$ cat src/rtl/bit_permute_pipe_pkg.sv
// Shared definitions for the bit permutation pipeline.
// Holds the mode encoding used by the pipeline and its permute core, plus
// elaboration-time parameter legality checks.
package bit_permute_pipe_pkg;

  typedef logic [1:0] mode_t;

  localparam mode_t MODE_PASS     = 2'd0;
  localparam mode_t MODE_BITREV   = 2'd1;
  localparam mode_t MODE_BYTESWAP = 2'd2;
  localparam mode_t MODE_FIELDREV = 2'd3;

  // Data width must be a whole number of bytes so byte swap is well defined.
  function automatic bit width_is_valid(int unsigned width);
    return (width >= 8) && ((width % 8) == 0);
  endfunction

  // The length field must be able to encode WIDTH itself.
  function automatic bit lenw_is_valid(int unsigned width, int unsigned lenw);
    return (64'(1) << lenw) > 64'(width);
  endfunction

endpackage

$ cat src/rtl/bit_permute_pipe_if.sv
// Handshake bundle for bit_permute_pipe.
// Input side : in_valid/in_ready/in_data/in_mode/in_len (producer -> unit)
// Output side: out_valid/out_ready/out_data (unit -> consumer)
// Status     : busy (any pipeline stage occupied)
// master = the surrounding datapath, slave = the permute pipeline.
interface bit_permute_pipe_if
  import bit_permute_pipe_pkg::*;
#(
  parameter int unsigned WIDTH = 16,
  parameter int unsigned LENW  = 5
);

  logic             in_valid;
  logic             in_ready;
  logic [WIDTH-1:0] in_data;
  mode_t            in_mode;
  logic [LENW-1:0]  in_len;
  logic             out_valid;
  logic             out_ready;
  logic [WIDTH-1:0] out_data;
  logic             busy;

  modport master (
    output in_valid,
    output in_data,
    output in_mode,
    output in_len,
    output out_ready,
    input  in_ready,
    input  out_valid,
    input  out_data,
    input  busy
  );

  modport slave (
    input  in_valid,
    input  in_data,
    input  in_mode,
    input  in_len,
    input  out_ready,
    output in_ready,
    output out_valid,
    output out_data,
    output busy
  );

endinterface

$ cat src/rtl/bit_permute_pipe_permute_core.sv
// Combinational permute core.
// Ports:
//   i_data   : operand
//   i_mode   : 0 pass, 1 bit reverse, 2 byte swap, 3 low-field bit reverse
//   i_len    : field length for mode 3 (clamped to WIDTH)
//   o_result : permuted operand
// Purely combinational so it can be reused outside the pipeline.
module bit_permute_pipe_permute_core
  import bit_permute_pipe_pkg::*;
#(
  parameter int unsigned WIDTH = 16,
  parameter int unsigned LENW  = 5
) (
  input  logic [WIDTH-1:0] i_data,
  input  mode_t            i_mode,
  input  logic [LENW-1:0]  i_len,
  output logic [WIDTH-1:0] o_result
);

  localparam int unsigned     NumBytes = WIDTH / 8;
  localparam logic [LENW-1:0] WidthLen = LENW'(WIDTH);

  logic [WIDTH-1:0] w_bitrev;
  logic [WIDTH-1:0] w_byteswap;
  logic [WIDTH-1:0] w_field_mask;
  logic [WIDTH-1:0] w_field;
  logic [LENW-1:0]  w_len_eff;
  logic [LENW-1:0]  w_shamt;

  always_comb begin
    w_bitrev = '0;
    for (int i = 0; i < WIDTH; i++) begin
      w_bitrev[i] = i_data[WIDTH-1-i];
    end
  end

  always_comb begin
    w_byteswap = '0;
    for (int k = 0; k < NumBytes; k++) begin
      w_byteswap[8*k +: 8] = i_data[8*(NumBytes-1-k) +: 8];
    end
  end

  // Field reverse of the low L bits equals the full reversal shifted down by
  // WIDTH-L; the mask keeps the untouched upper bits from the original word.
  // L=0 gives a shift of WIDTH, which empties both the shifted word and mask.
  assign w_len_eff    = (i_len > WidthLen) ? WidthLen : i_len;
  assign w_shamt      = WidthLen - w_len_eff;
  assign w_field_mask = {WIDTH{1'b1}} >> w_shamt;
  assign w_field      = ((w_bitrev >> w_shamt) & w_field_mask) | (i_data & ~w_field_mask);

  always_comb begin
    o_result = i_data;
    unique case (i_mode)
      MODE_PASS:     o_result = i_data;
      MODE_BITREV:   o_result = w_bitrev;
      MODE_BYTESWAP: o_result = w_byteswap;
      MODE_FIELDREV: o_result = w_field;
    endcase
  end

endmodule

$ cat src/rtl/bit_permute_pipe.sv
// Two-stage elastic bit permutation pipeline.
// Ports:
//   clk   : rising-edge clock
//   reset : asynchronous active-high reset, discards all in-flight words
//   bus   : slave side of bit_permute_pipe_if (valid/ready in, valid/ready
//           out, busy status)
// S1 captures data/mode/len at accept; S2 holds the permuted result and
// drives out_data/out_valid directly from flops.
module bit_permute_pipe
  import bit_permute_pipe_pkg::*;
#(
  parameter int unsigned WIDTH = 16,
  parameter int unsigned LENW  = 5
) (
  input  logic              clk,
  input  logic              reset,
  bit_permute_pipe_if.slave bus
);

  if (!width_is_valid(WIDTH)) begin : g_bad_width
    $error("bit_permute_pipe: WIDTH must be a multiple of 8 and at least 8");
  end
  if (!lenw_is_valid(WIDTH, LENW)) begin : g_bad_lenw
    $error("bit_permute_pipe: 2**LENW must exceed WIDTH");
  end

  logic             r_s1_valid;
  logic [WIDTH-1:0] r_s1_data;
  mode_t            r_s1_mode;
  logic [LENW-1:0]  r_s1_len;
  logic             r_s2_valid;
  logic [WIDTH-1:0] r_s2_data;

  logic             w_s1_en;
  logic             w_s2_en;
  logic [WIDTH-1:0] w_perm;

  assign w_s2_en = !r_s2_valid || bus.out_ready;
  assign w_s1_en = !r_s1_valid || w_s2_en;

  bit_permute_pipe_permute_core #(
    .WIDTH (WIDTH),
    .LENW  (LENW)
  ) u_core (
    .i_data   (r_s1_data),
    .i_mode   (r_s1_mode),
    .i_len    (r_s1_len),
    .o_result (w_perm)
  );

  always_ff @(posedge clk or posedge reset) begin
    if (reset) begin
      r_s1_valid <= 1'b0;
      r_s1_data  <= '0;
      r_s1_mode  <= MODE_PASS;
      r_s1_len   <= '0;
      r_s2_valid <= 1'b0;
      r_s2_data  <= '0;
    end else begin
      if (w_s2_en) begin
        r_s2_valid <= r_s1_valid;
        // Hold the last result when S2 empties; only valid words load.
        if (r_s1_valid) begin
          r_s2_data <= w_perm;
        end
      end
      if (w_s1_en) begin
        r_s1_valid <= bus.in_valid;
        if (bus.in_valid) begin
          r_s1_data <= bus.in_data;
          r_s1_mode <= bus.in_mode;
          r_s1_len  <= bus.in_len;
        end
      end
    end
  end

  assign bus.in_ready  = w_s1_en;
  assign bus.out_valid = r_s2_valid;
  assign bus.out_data  = r_s2_data;
  assign bus.busy      = r_s1_valid || r_s2_valid;

endmodule
$ cat src/flat_wrapper.sv
// flat-port wrapper written by rule: the top's interface ports become plain ports
module bit_permute_pipe_flat import bit_permute_pipe_pkg::*;
#(
  parameter int unsigned WIDTH = 16,
  parameter int unsigned LENW  = 5
)
  (clk, reset, bus_in_valid, bus_in_data, bus_in_mode, bus_in_len, bus_out_ready, bus_in_ready, bus_out_valid, bus_out_data, bus_busy);
  bit_permute_pipe_if #(.WIDTH(WIDTH), .LENW(LENW)) bus_i ();
  input  logic clk;
  input  logic reset;
  input wire logic [$bits(bus_i.in_valid)-1:0] bus_in_valid;
  input wire logic [$bits(bus_i.in_data)-1:0] bus_in_data;
  input wire logic [$bits(bus_i.in_mode)-1:0] bus_in_mode;
  input wire logic [$bits(bus_i.in_len)-1:0] bus_in_len;
  input wire logic [$bits(bus_i.out_ready)-1:0] bus_out_ready;
  output wire logic [$bits(bus_i.in_ready)-1:0] bus_in_ready;
  output wire logic [$bits(bus_i.out_valid)-1:0] bus_out_valid;
  output wire logic [$bits(bus_i.out_data)-1:0] bus_out_data;
  output wire logic [$bits(bus_i.busy)-1:0] bus_busy;
  assign bus_i.in_valid = bus_in_valid;
  assign bus_i.in_data = bus_in_data;
  assign bus_i.in_mode = bus_in_mode;
  assign bus_i.in_len = bus_in_len;
  assign bus_i.out_ready = bus_out_ready;
  assign bus_in_ready = bus_i.in_ready;
  assign bus_out_valid = bus_i.out_valid;
  assign bus_out_data = bus_i.out_data;
  assign bus_busy = bus_i.busy;
  bit_permute_pipe #(.WIDTH(WIDTH), .LENW(LENW)) u_core (.clk(clk), .reset(reset), .bus(bus_i));
endmodule
$ cat config.mk
export PLATFORM = sky130hd
export DESIGN_NAME = bit_permute_pipe_flat
export DESIGN_NICKNAME = d
export VERILOG_FILES = /design/src/rtl/bit_permute_pipe_pkg.sv /design/src/rtl/bit_permute_pipe_if.sv /design/src/rtl/bit_permute_pipe_permute_core.sv /design/src/rtl/bit_permute_pipe.sv /design/src/flat_wrapper.sv
export SDC_FILE = /design/constraint.sdc
export NUM_CORES = 1
export LEC_CHECK = 0
export ABC_AREA = 1
export CORE_MARGIN = 4
export CORE_UTILIZATION = 50
export CTS_CLUSTER_SIZE = 28
export DETAILED_ROUTE_END_ITERATION = 8
export PLACE_DENSITY = 0.74
export SLEW_MARGIN = 20
export SYNTH_ARGS = -nofsm -noshare
export SYNTH_HDL_FRONTEND = slang
export SYNTH_HIERARCHICAL = 1
export SYNTH_SLANG_ARGS = --single-unit
$ cat constraint.sdc
create_clock -name clk -period 3.4 [get_ports clk]
set_input_delay 0.51 -clock clk [delete_from_list [all_inputs] [get_ports clk]]
set_output_delay 0.51 -clock clk [all_outputs]
set_load 0.01 [all_outputs]
# [Word-level counts from Yosys, hierarchy flattened]
# Cells that the tools add are included.
[totals] register_bits=41 input_bits=27 output_inout_bits=19 word_cells=27
[op_classes] n_addsub=1 n_lt_le_gt_ge=1 n_eq_ne=3 shifts=2 mux=2 bitwise_logic=4 n_reduce_logical=8
[op_table] op="$pmux W16 S4" count=1
[op_table] op="$and A16 B16 Y16" count=2
[op_table] op="$not A16 Y16" count=1
[op_table] op="$or A16 B16 Y16" count=1
[op_table] op="$shr A16 B5 Y16" count=1
[op_table] op="$shr A16 B5 Y16 const A" count=1
[op_table] op="$gt A5 B5 Y1 const B" count=1
[op_table] op="$mux W5" count=1
[op_table] op="$sub A5 B5 Y5 const A" count=1
[op_table] op="$eq A2 B2 Y1 const B" count=2
[op_table] op="$reduce_and A2 Y1" count=2
[op_table] op="$logic_or A1 B1 Y1" count=3
[op_table] op="$eq A2 B1 Y1 const B" count=1
[op_table] op="$logic_not A1 Y1" count=2
[op_table] op="$logic_not A2 Y1" count=1

# [Longest topological paths before layout]
# Gate-level depths: netlist of run 1.
[depth] word_depth=8 ltp_mapped=21 mapped_depth_nobuf=19

# [Modules after synthesis]
# The synthesis of run 1 kept the hierarchy.
[modules_own_cells] mod="bit_permute_pipe" n_inst=1 cells_per_inst=177 area_each_um2=1656.6 seq_area_each_um2=1026.0
[modules_own_cells] mod="bit_permute_pipe_permute_core" n_inst=1 cells_per_inst=312 area_each_um2=1532.7 seq_area_each_um2=0.0

# [Least setup slack after synthesis of run 1]
# No wires, ideal clock.
[synth_path] kind="register -> register" start="reg u_core.r_s1_len[0]" end="reg u_core.r_s2_data[11], in the netlist u_core/bus.out_data[11]" setup_ns=0.117 arrival_ns=2.495 t_required_ns=3.283 setup_slack_ns=0.789 stages_incl_launch_ff=18 path_buffers=3 period_less_slack_ns=2.611 path_cell_list="dfrtp_1 buf_6 nor2_4 nand2_4 nand2_8 nand2_4 buf_6 ha_1 inv_1 ha_1 inv_1 clkbuf_1 o21ai_0 a21o_1 nand2_1 nand4_1 nand3_1 nand2_1"
[synth_between] elab_chain_cells=8 word_cells_on_any_way=10 cone_classes="add/sub (1); order compare (1); shift (2); mux (2); bitwise (4)"
[synth_lines] item="start, declared" line_no="bit_permute_pipe.sv:30" text="logic [LENW-1:0] r_s1_len;"
[synth_lines] item="start signal, assigned" line_no="bit_permute_pipe.sv:72" text="r_s1_len <= bus.in_len;"
[synth_lines] item="$gt A5 B5 Y1" line_no="bit_permute_pipe_permute_core.sv:47" text="assign w_len_eff = (i_len > WidthLen) ? WidthLen : i_len;"
[synth_lines] item="$mux W5 *" line_no="bit_permute_pipe_permute_core.sv:47"
[synth_lines] item="$sub A5 B5 Y5 *" line_no="bit_permute_pipe_permute_core.sv:48" text="assign w_shamt = WidthLen - w_len_eff;"
[synth_lines] item="$shr A16 B5 Y16" line_no="bit_permute_pipe_permute_core.sv:49" text="assign w_field_mask = {WIDTH{1'b1}} >> w_shamt;"
[synth_lines] item="$not A16 Y16" line_no="bit_permute_pipe_permute_core.sv:50" text="assign w_field = ((w_bitrev >> w_shamt) & w_field_mask) | (i_data & ~w_field_mask);"
[synth_lines] item="$and A16 B16 Y16" line_no="bit_permute_pipe_permute_core.sv:50"
[synth_lines] item="$or A16 B16 Y16 *" line_no="bit_permute_pipe_permute_core.sv:50"
[synth_lines] item="$pmux W16 S4 *" line_no="bit_permute_pipe_permute_core.sv:54" text="unique case (i_mode)"
[synth_lines] item="via u_core.w_perm[11]" line_no="bit_permute_pipe.sv:36" text="logic [WIDTH-1:0] w_perm;"
[synth_lines] item="end signal, assigned" line_no="bit_permute_pipe.sv:64" text="r_s2_data <= w_perm;"
[synth_lines] item="end, declared" line_no="bit_permute_pipe.sv:32" text="logic [WIDTH-1:0] r_s2_data;"
# Mark *: on every way through the listed nets, which the timed path passes. The rest lies on a longest branch.
# A chain may end at the register's enable or synchronous reset.

# [Worst setup path after layout of run 1]
[layout_path] start="reg u_core.r_s1_len[2]" end="reg u_core.r_s2_data[2], in the netlist u_core/bus.out_data[2]"
# Same word-level chain as after synthesis.

==> summary.md, run 1 <==
| Metric | Value |
|---|---|
| Worst Hold Launch | `u_core/bus.out_data[4]` |
| Gr busiest metal | `met2` |
| Cell row count | `28` |
| Status | `finished clean` |
| Post-Syn Area | `0.00319 mm2` |
| Final Cell Area | `0.00373 mm2` |
| Proportion of netlist area held by the largest area contributor | `0.322` |
| DRC | `0` |
| Post-CTS Setup Bufs | `0` |
| Placed Area | `0.00361 mm2` |
| Routed wire per std cell | `16.8 um` |
| Clock sinks | `41` |
| Mapped Nets | `520` |
| Startpoint Class | `register` |
| Max-cap violations | `0` |
| Largest net degree at the start of global routing | `42` |
| Final ANT Viol Nets | `0` |
| I/O Pins | `46` |
| Nets | `555` |
| Syn Area/Cell | `6.52 um2` |
| Initial Util | `0.526` |
| Final number of setup-violating endpoints | `0` |
| Clock buffer depth | `2` |
| GRT met1 Usage | `0.375` |
| Gr usage total | `0.276` |
| FF-to-FF End | `u_core/bus.out_data[2]` |
| Crit path DAT | `3.20 ns` |
| Lkg Pwr | `1.88 nW` |
| Met3 Usage GRT | `0.0546` |
| Area contributors post-synth | `dfrtp_1 32%, nand2_1 22%, nand3_1 16%, inv_1 4.2%, buf_6 3.2%` |
| Critical R2R Launch | `u_core/r_s1_len[2]` |
| Top-count cell post-synth | `nand2_1` |
| Post-CTS resize count | `0` |
| Worst IR Drop VDD | `476 uV` |
| First-pass GRT wire length | `16.2 mm` |
| Global route overflow | `0` |
| Core area | `0.00606 mm2` |
| Clk Latency, worst-skew pair | `0.29 ns` |
| PD cells | `660 mW/mm2` |
| Multi-input gate area | `0.00185 mm2` |
| Yosys cell types | `32` |
| CTS H-tree depth | `2` |
| Max-slew violations | `0` |
| FMAX | `338 MHz` |
| Met2 Use GR | `0.427` |
| Final Hold Viols | `0` |
| Die height | `87.9 um` |
| Setup TNS | `0 ns` |
| Hold EP | `u_core/bus.out_data[4]` |
| Yosys warnings | `6` |
| Die ar. | `0.00772 mm2` |
| Fillers | `618` |
| Prevailing post-synth register cell | `dfrtp_1` |
| Syn-to-layout area delta | `17.0%` |
| DR vias | `3,514` |
| CTS Root Buffer Type | `clkbuf_8` |
| Setup crit end kind | `register` |
| WL final | `10.1 mm` |
| Die Wd | `87.9 um` |
| Via count of the first global-routing pass | `3,262` |
| Kind of critical path | `register to register` |
| 1st-pass router iterations | `5` |
| Port bufs | `45` |
| # hold bufs at CTS | `0` |
| Top cells by count, synth | `184 x nand2_1, 105 x nand3_1, 41 x dfrtp_1` |
| Vias per cell | `5.86` |
| Rel. slew slack | `0.332` |
| CTS tree | `done` |
| Reg2Reg Depth | `19` |
| RSZ-0062 raised after global routing | `no` |
| Initial antenna violation count | `0` |
| Layout cells sized above 1 | `0.0648` |
| Crit path time final | `2.96 ns` |
| Worst-path clk slew | `0.08 ns` |
| Dominant cell type by area after synthesis | `dfrtp_1` |
| Diode count | `0` |
| Skew final | `0.0118 ns` |
| Number of flops mapped to enable cells by yosys | `0` |
| Register area | `0.00103 mm2` |
| Worst Hold Depth | `2` |
| Worst slew pin tran | `0.998 ns` |
| Clock buffers created by TritonCTS | `5` |
| Starting DRT DRC Count | `364` |
| Routability congestion estimate | `1.08` |
| Worst path required time | `3.64 ns` |
| Flop-to-flop setup slack | `0.44 ns` |
| Hold Path Class | `register to register` |
| CP Max Fanout | `22` |
| Detail Placement HPWL | `7.66 mm` |
| Flops & latches, synth | `41` |
| Post-synthesis sequential area ratio | `0.322` |
| Crit share post-route | `0.871` |
| Mapped Cells | `489` |
| Async set-reset flop share out of synthesis | `1.00` |
==> kinds of logic (layout without fill, tap and decap cells) <==
logic type                 Yosys count  after routing  share of synthesized area
AOI/OAI and AO/OA                   43             43                     0.0844
adders and majority gates            4              4                     0.0157
and+or+nand+nor                    338            338                      0.480
DFF                                 41             41                      0.322
buffers and inverters               63             99                     0.0985
==> critical path: stages, from the launching register on <==
cell and delay, ns:
dfrtp_1 0.41, nor2_1 0.24, nand2_4 0.11, nand2_8 0.13, nand2_4 0.18, ha_1 0.31, inv_1 0.07, ha_1 0.24
buf_4 0.19, nand2_1 0.13, inv_1 0.08, nand3_1 0.09, nand2_1 0.05, nor2_1 0.19, nand2_1 0.09, nand3_1 0.09
nand2_1 0.05, nand4_1 0.08, nand3_1 0.08, nand2_1 0.10
==> through the flow <==
stage	util	setup slack, ns	total power, W	instances	hold slack, ns
6_report	0.616	0.438	0.00246	600	0.474
5_1_grt	0.616	0.183	0.00265	600	0.514
3_3_place_gp	0.596	0.557	0.00203	592	0.455
3_5_place_dp	0.596	0.521	0.00204	592	0.458
2_1_floorplan	-	0.789	0.00159	489	0.464
4_1_cts	0.616	0.496	0.00245	600	0.479
==> layout make-up <==
type / count / area share
Multi-Input combinational cell: 385 / 0.496
Sequential cell: 41 / 0.275
Timing Repair Buffer: 51 / 0.133
Inverter: 40 / 0.0402
Tap cell: 75 / 0.0252
Clock buffer: 7 / 0.0231
Clock inverter: 1 / 0.00805
==> sequential cells by signal, indices dropped and copies added, names as in the netlist <==
register,cells
u_core/r_s1_len,5
u_core/r_s1_mode,2
u_core/r_s1_data,16
u_core/bus.out_data,16
u_core/r_s1_valid,1
u_core/bus.out_valid,1
==> report_power, final <==
part | internal, W | switching (W)
clock | 0.000240 | 0.000168
combinational | 0.000510 | 0.000788
sequential | 0.000607 | 0.000149
total | 0.00136 | 0.00110
==> placed cells by master (no fill, tap or decap), types with 3 or more instances in the layout <==
cell type,instances
a21oi_1,14
a221oi_1,3
buf_4,6
clkbuf_8,6
clkdlybuf4s50_1,45
dfrtp_1,41
ha_1,4
inv_1,36
inv_2,3
nand2_1,184
nand2_2,4
nand2_4,4
nand3_1,105
nand4_1,8
nor2_1,23
nor2_4,3
o2111ai_1,4
o211ai_1,5
o21ai_0,6
o21ai_1,5
==> per-layer routing <==
metal | vias to the layer above | share of wire
met5 | - | 0
met4 | 0 | 0.041
met3 | 34 | 0.087
met2 | 199 | 0.45
met1 | 1603 | 0.43
li1 | 1678 | -
==> worst max path at each step <==
stage                                  start  slack, ns                 endpoint
final                     u_core/r_s1_len[2]       0.44   u_core/bus.out_data[2]
after global routing      u_core/r_s1_len[2]       0.18   u_core/bus.out_data[2]
after CTS                 u_core/r_s1_len[2]       0.50   u_core/bus.out_data[2]
after detailed placement  u_core/r_s1_len[2]       0.52   u_core/bus.out_data[2]
after global placement    u_core/r_s1_len[2]       0.56   u_core/bus.out_data[2]
after floorplan           u_core/r_s1_len[0]       0.79  u_core/bus.out_data[11]
Note: power is estimated with default switching activity, not from simulation.
==> run 2, diff against run 1 <==
--- a/config.mk
+++ b/config.mk
@@ -10,6 +10,7 @@
 export CORE_UTILIZATION = 50
 export CTS_CLUSTER_SIZE = 28
 export DETAILED_ROUTE_END_ITERATION = 8
+export GPL_TIMING_DRIVEN = 0
 export PLACE_DENSITY = 0.74
 export SLEW_MARGIN = 20
 export SYNTH_ARGS = -nofsm -noshare
==> summary.md, run 2 (synthesis gave the netlist of run 1 again) <==
| Metric | Value |
|---|---|
| Status | `finished clean` |
| Crit-path slowest cell | `dfrtp_1` |
| DR vias | `3,621 (+3.0%)` |
| DRC | `0 (unchanged)` |
| CP Max Fanout | `10 (-55%)` |
| Starting DRT DRC Count | `477 (+31%)` |
| Initial antenna violation count | `0 (unchanged)` |
| WL final | `10.3 mm (+1.7%)` |
| Crit path launch | `u_core/r_s1_len[0]` |
| Most common cell after layout, fill and taps aside | `nand2_1` |
| CTS Root Buffer Type | `clkbuf_8` |
| Register area | `0.00103 mm2 (unchanged)` |
| Multi-input gate area | `0.00185 mm2 (+0.14%)` |
| Most frequent CP cell | `nand2_1` |
| Crit path time final | `3.18 ns (+0.219 ns)` |
| First-pass GRT wire length | `16.7 mm (+2.6%)` |
| Setup crit end kind | `register` |
| Critical R2R Launch | `u_core/r_s1_len[0]` |
| 1st-pass router iterations | `5 (unchanged)` |
| Gr usage total | `0.282 (+0.00576)` |
| Vias per cell | `5.86 (about the same)` |
| Worst path required time | `3.64 ns (about the same)` |
| Lkg Pwr | `1.97 nW (+4.5%)` |
| Nets | `573 (+3.2%)` |
| Crit path DAT | `3.42 ns (+0.22 ns)` |
| Max-cap violations | `0 (unchanged)` |
| Global route overflow | `0 (unchanged)` |
| Clk Latency, worst-skew pair | `0.30 ns (about the same)` |
| Layout cells sized above 1 | `0.0921 (+0.0273)` |
| Placed Area | `0.00376 mm2 (+4.0%)` |
| Initial Util | `0.526 (unchanged)` |
| Final ANT Viol Nets | `0 (unchanged)` |
| Setup TNS | `0 ns (unchanged)` |
| Post-CTS Setup Bufs | `0 (unchanged)` |
| Final Cell Area | `0.00390 mm2 (+4.6%)` |
| Via count of the first global-routing pass | `3,320 (+1.8%)` |
| Tot Pwr | `0.00259 W (+5.1%)` |
| Hold Path Class | `register to register` |
| Worst Hold Launch | `u_core/bus.out_data[8]` |
| Clock buffer depth | `2 (unchanged)` |
| Max incr delay on CP | `0.37 ns (-0.04 ns)` |
| Port bufs | `45 (unchanged)` |
| Die height | `87.9 um (unchanged)` |
| RSZ-0062 raised after global routing | `no` |
| Final Hold Viols | `0 (unchanged)` |
| Core area | `0.00606 mm2 (unchanged)` |
| Most frequent cells in the layout | `184 x nand2_1, 105 x nand3_1, 45 x clkdlybuf4s50_1` |
| Die Wd | `87.9 um (unchanged)` |
| Worst-path clk slew | `0.09 ns (about the same)` |
| Worst IR Drop VDD | `436 uV (-8.4%)` |
| Diode count | `0 (unchanged)` |
| CTS H-tree depth | `2 (unchanged)` |
| # hold bufs at CTS | `0 (unchanged)` |
| Clock buffers created by TritonCTS | `5 (unchanged)` |
| Critical-path cell list | `buf_6 -> nor2_4 -> nand2_4 -> nand2_8 -> buf_6 -> nand2_1 -> ha_1 -> inv_1 -> ha_1 -> inv_1 -> nor2_2 -> inv_1 -> nor2_1 -> inv_1 -> o21ai_0 -> nand2_1 -> nand2_1 -> nand2_1 -> a21oi_1 -> nand3_1 -> nand2_1` |
| Fillers | `582 (-5.8%)` |
| CTS tree | `done` |
| Worst slew pin tran | `0.517 ns (-0.482 ns)` |
| Clock sinks | `41 (unchanged)` |
| Syn-to-layout area delta | `22.4%` |
| FMAX | `314 MHz (-6.9%)` |
| Max-slew violations | `0 (unchanged)` |
| Skew final | `0.0130 ns (+0.00111 ns)` |
| I/O Pins | `46 (unchanged)` |
| Detail Placement HPWL | `7.89 mm (+3.0%)` |
| PD cells | `663 mW/mm2 (+0.52%)` |
| Hold slack final | `0.475 ns (+0.000421 ns)` |
| Rel. slew slack | `0.656 (+0.324)` |
| Crit share post-route | `0.936 (+0.0646)` |
| Kind of critical path | `register to register` |
| Routed wire per std cell | `16.6 um (-1.3%)` |
| Die ar. | `0.00772 mm2 (unchanged)` |
| Largest net degree at the start of global routing | `26 (-38%)` |
| Routability congestion estimate | `1.00 (-7.0%)` |
| Cell row count | `28 (unchanged)` |
| Final number of setup-violating endpoints | `0 (unchanged)` |
| Startpoint Class | `register` |
-- run 2: cell count changes in the layout (fill, tap and decap cells not counted) --
| cell | before | now |
|---|---|---|
| bufinv_16 | 1 | 2 |
| buf_4 | 6 | 0 |
| nor2_2 | 0 | 1 |
| nor2_1 | 23 | 22 |
| inv_1 | 36 | 35 |
| inv_6 | 0 | 1 |
| inv_2 | 3 | 4 |
| clkbuf_8 | 6 | 5 |
| buf_2 | 0 | 8 |
| buf_16 | 0 | 1 |
| clkbuf_1 | 1 | 5 |
| clkbuf_2 | 0 | 1 |
| buf_6 | 0 | 9 |
-- run 2: power by group --
part | switching, W | leakage [nW] | internal, W
combinational | 0.000827 | 1.39 | 0.000544
clock | 0.000181 | 0.0687 | 0.000296
sequential | 0.000132 | 0.507 | 0.000607
total | 0.00114 | 1.97 | 0.00145
-- run 2: path summary, 6_finish.rpt --
path,to,slack (ns),cells after the start
max,u_core/bus.out_data[7],0.22,21
max reg2reg,u_core/bus.out_data[7],0.22,21
min,u_core/bus.out_data[8],0.47,2
min in group asynchronous,u_core/bus.out_data[13],0.52,2
min reg2reg,u_core/bus.out_data[8],0.47,2
max in group asynchronous,u_core/r_s1_data[4],2.41,3
-- run 2: layout make-up --
class	count	share of cell area
sequential	41	0.263
timing repair buffer	46	0.122
buffer	23	0.0423
inverter	40	0.0385
clock buffer	5	0.0176
multi-input combinational	385	0.475
tap	75	0.0240
clock inverter	3	0.0176
-- run 2: timing repair --
| item | in CTS | in global routing |
|---|---|---|
| hold endpoints to repair | 0 | 0 |
| resized for setup | 0 | 3 |
| setup endpoints to repair | 0 | 10 |
-- run 2: layer usage --
| layer | up-vias | share of wire | global-route usage |
|---|---|---|---|
| li1 | 1718 | - | - |
| met1 | 1654 | 0.42 | 0.378 |
| met2 | 205 | 0.45 | 0.432 |
| met3 | 44 | 0.088 | 0.0583 |
| met4 | 0 | 0.047 | 0.141 |
| met5 | - | 0 | 0 |
-- run 2: stage by stage --
step                      instances  setup slack [ns]   util
after floorplan                 489             0.789      -
after CTS                       618             0.146  0.643
final                           618             0.219  0.644
after global routing            618           0.00972  0.644
after detailed placement        610             0.205  0.621
after global placement          609             0.157  0.616
-- run 2: worst max-delay path, delay by kind of cell (launching register included) --
family / cells / cell delay (ns)
AO/OA/AOI/OAI: 2 / 0.33
AND/OR/NAND/NOR: 11 / 1.06
flip-flops: 1 / 0.37
buffers and inverters: 6 / 0.73
adder cells (fa/ha/maj): 2 / 0.62
==> run 3, diff against run 2 <==
--- a/config.mk
+++ b/config.mk
@@ -10,8 +10,8 @@
 export CORE_UTILIZATION = 50
 export CTS_CLUSTER_SIZE = 28
 export DETAILED_ROUTE_END_ITERATION = 8
+export DONT_BUFFER_PORTS = 1
 export GPL_TIMING_DRIVEN = 0
-export PLACE_DENSITY = 0.74
 export SLEW_MARGIN = 20
 export SYNTH_ARGS = -nofsm -noshare
 export SYNTH_HDL_FRONTEND = slang
==> summary.md, run 3 (synthesis gave the netlist of run 1 again) <==
| Metric | Value |
|---|---|
| Vias per cell | `5.81 (-0.82%)` |
| Most common cell after layout, fill and taps aside | `nand2_1` |
| I/O Pins | `46 (unchanged)` |
| Setup ws final | `0.257 ns (+0.0382 ns)` |
| Diode count | `0 (unchanged)` |
| Worst IR Drop VDD | `344 uV (-21%)` |
| Die height | `87.9 um (unchanged)` |
| Die ar. | `0.00772 mm2 (unchanged)` |
| Clock buffer depth | `2 (unchanged)` |
| Initial Util | `0.526 (unchanged)` |
| Final Util | `0.565 (-0.0791)` |
| Post-CTS Setup Bufs | `0 (unchanged)` |
| CTS Root Buffer Type | `clkbuf_8` |
| Global route overflow | `0 (unchanged)` |
| Core area | `0.00606 mm2 (unchanged)` |
| Skew final | `0.0102 ns (-0.00273 ns)` |
| Hold slack final | `0.105 ns (-0.370 ns)` |
| Status | `finished clean` |
| Setup TNS | `0 ns (unchanged)` |
| Cell row count | `28 (unchanged)` |
| Hold Path Class | `primary input to asynchronous set/reset pin` |
| # hold bufs at CTS | `0 (unchanged)` |
| Final Hold Viols | `0 (unchanged)` |
| Critical R2R Launch | `u_core/r_s1_len[0]` |
| Largest net degree at the start of global routing | `23 (-12%)` |
| Routability congestion estimate | `1.01 (+0.59%)` |
| PD cells | `671 mW/mm2 (+1.3%)` |
| Flop-to-flop setup slack | `0.26 ns (+0.04 ns)` |
| CP Max Fanout | `10 (unchanged)` |
| FF-to-FF End | `u_core/bus.out_data[7]` |
| Clk Latency, worst-skew pair | `0.30 ns (about the same)` |
| Worst slack, placed | `0.187 ns (-0.0183 ns)` |
| Max-cap violations | `0 (unchanged)` |
| DRC | `0 (unchanged)` |
| Rel. slew slack | `0.640 (-0.0160)` |
| Worst slew pin tran | `0.541 ns (+0.0239 ns)` |
| Kind of critical path | `register to register` |
| Post-CTS resize count | `0 (unchanged)` |
| Routed wire per std cell | `17.4 um (+4.9%)` |
| First-pass GRT wire length | `16.0 mm (-3.8%)` |
| Most frequent cells in the layout | `184 x nand2_1, 105 x nand3_1, 41 x dfrtp_1` |
| Clock buffers created by TritonCTS | `5 (unchanged)` |
| Nets | `528 (-7.9%)` |
| Startpoint Class | `register` |
| Layout cells sized above 1 | `0.0986 (+0.00651)` |
| Lkg Pwr | `1.78 nW (-9.5%)` |
| RSZ-0062 raised after global routing | `no` |
| DR vias | `3,324 (-8.2%)` |
| Crit path time final | `3.14 ns (-0.0382 ns)` |
| CTS H-tree depth | `2 (unchanged)` |
| Worst path required time | `3.64 ns (about the same)` |
| Syn-to-layout area delta | `7.34%` |
| Detail Placement HPWL | `7.76 mm (-1.6%)` |
| Starting DRT DRC Count | `391 (-18%)` |
| Port bufs | `0 (-100%)` |
| Crit share post-route | `0.924 (-0.0112)` |
| Initial antenna violation count | `0 (unchanged)` |
| CTS tree | `done` |
| Max-slew violations | `0 (unchanged)` |
| 1st-pass router iterations | `7 (+2)` |
| Worst-path clk slew | `0.08 ns (about the same)` |
| Layout Cells excl Fill | `572 (-7.4%)` |
| Via count of the first global-routing pass | `3,084 (-7.1%)` |
| Final number of setup-violating endpoints | `0 (unchanged)` |
| Final ANT Viol Nets | `0 (unchanged)` |
| Clock sinks | `41 (unchanged)` |
| FMAX | `318 MHz (+1.2%)` |
| WL final | `9.98 mm (-2.9%)` |
| Gr usage total | `0.272 (-0.00958)` |
| Die Wd | `87.9 um (unchanged)` |
| Reg2Reg Depth | `21 (unchanged)` |
| Cells after DPL | `565 (-7.4%)` |
| Crit path DAT | `3.38 ns (-0.04 ns)` |
| Setup crit end kind | `register` |
==> run 3: layout make-up <==
| class | instances | area (um2) |
|---|---|---|
| clock inverters | 2 | 35.0 |
| multi-input cells | 385 | 1860 |
| clock buffers | 5 | 68.8 |
| plain buffers | 23 | 165 |
| fillers | 637 | 2640 |
| inverters | 40 | 150 |
| well taps | 75 | 93.8 |
| flip-flops and latches | 41 | 1030 |
| repair buffers | 1 | 27.5 |
==> run 3: worst max-delay path by stage <==
| stage | start | to | slack, ns | depth (start not counted) |
|---|---|---|---|---|
| after floorplan | u_core/r_s1_len[0] | u_core/bus.out_data[11] | 0.79 | 17 |
| after global placement | u_core/r_s1_len[0] | u_core/bus.out_data[7] | 0.16 | 21 |
| after detailed placement | u_core/r_s1_len[0] | u_core/bus.out_data[7] | 0.19 | 21 |
| after CTS | u_core/r_s1_len[0] | u_core/bus.out_data[7] | 0.15 | 21 |
| after global routing | u_core/r_s1_len[0] | u_core/bus.out_data[7] | 0.07 | 21 |
| final | u_core/r_s1_len[0] | u_core/bus.out_data[7] | 0.26 | 21 |
==> run 3: power by group <==
group	total, W	internal, W	switching [W]
clock	0.000377	0.000213	0.000164
sequential	0.000793	0.000608	0.000185
combinational	0.00113	0.000385	0.000743
total	0.00230	0.00121	0.00109
==> run 3: routing by layer <==
layer	vias up	routed length, um	GRT usage
met2	152	4540	0.423
met4	0	224	0.0879
met5	-	0	0
li1	1624	-	-
met1	1526	4420	0.392
met3	22	787	0.0367
==> run 3: through the flow <==
step	instance area, um2	power [W]
6_report	3420	0.00230
3_5_place_dp	3310	0.00190
3_3_place_gp	3280	0.00188
5_1_grt	3420	0.00248
2_1_floorplan	3190	0.00159
4_1_cts	3410	0.00228
==> run 3: critical path: stages, from the launching register on <==
cell	delay, ns
dfrtp_1	0.36
buf_6	0.15
nor2_4	0.05
nand2_4	0.09
nand2_8	0.08
nand2_4	0.11
buf_6	0.16
ha_1	0.25
inv_1	0.06
ha_1	0.36
inv_1	0.19
nor2_4	0.16
inv_1	0.10
nor2_1	0.14
inv_1	0.09
o21ai_1	0.20
nand2_1	0.08
nand2_1	0.05
nand2_1	0.08
a21oi_1	0.16
nand3_1	0.09
nand2_1	0.07
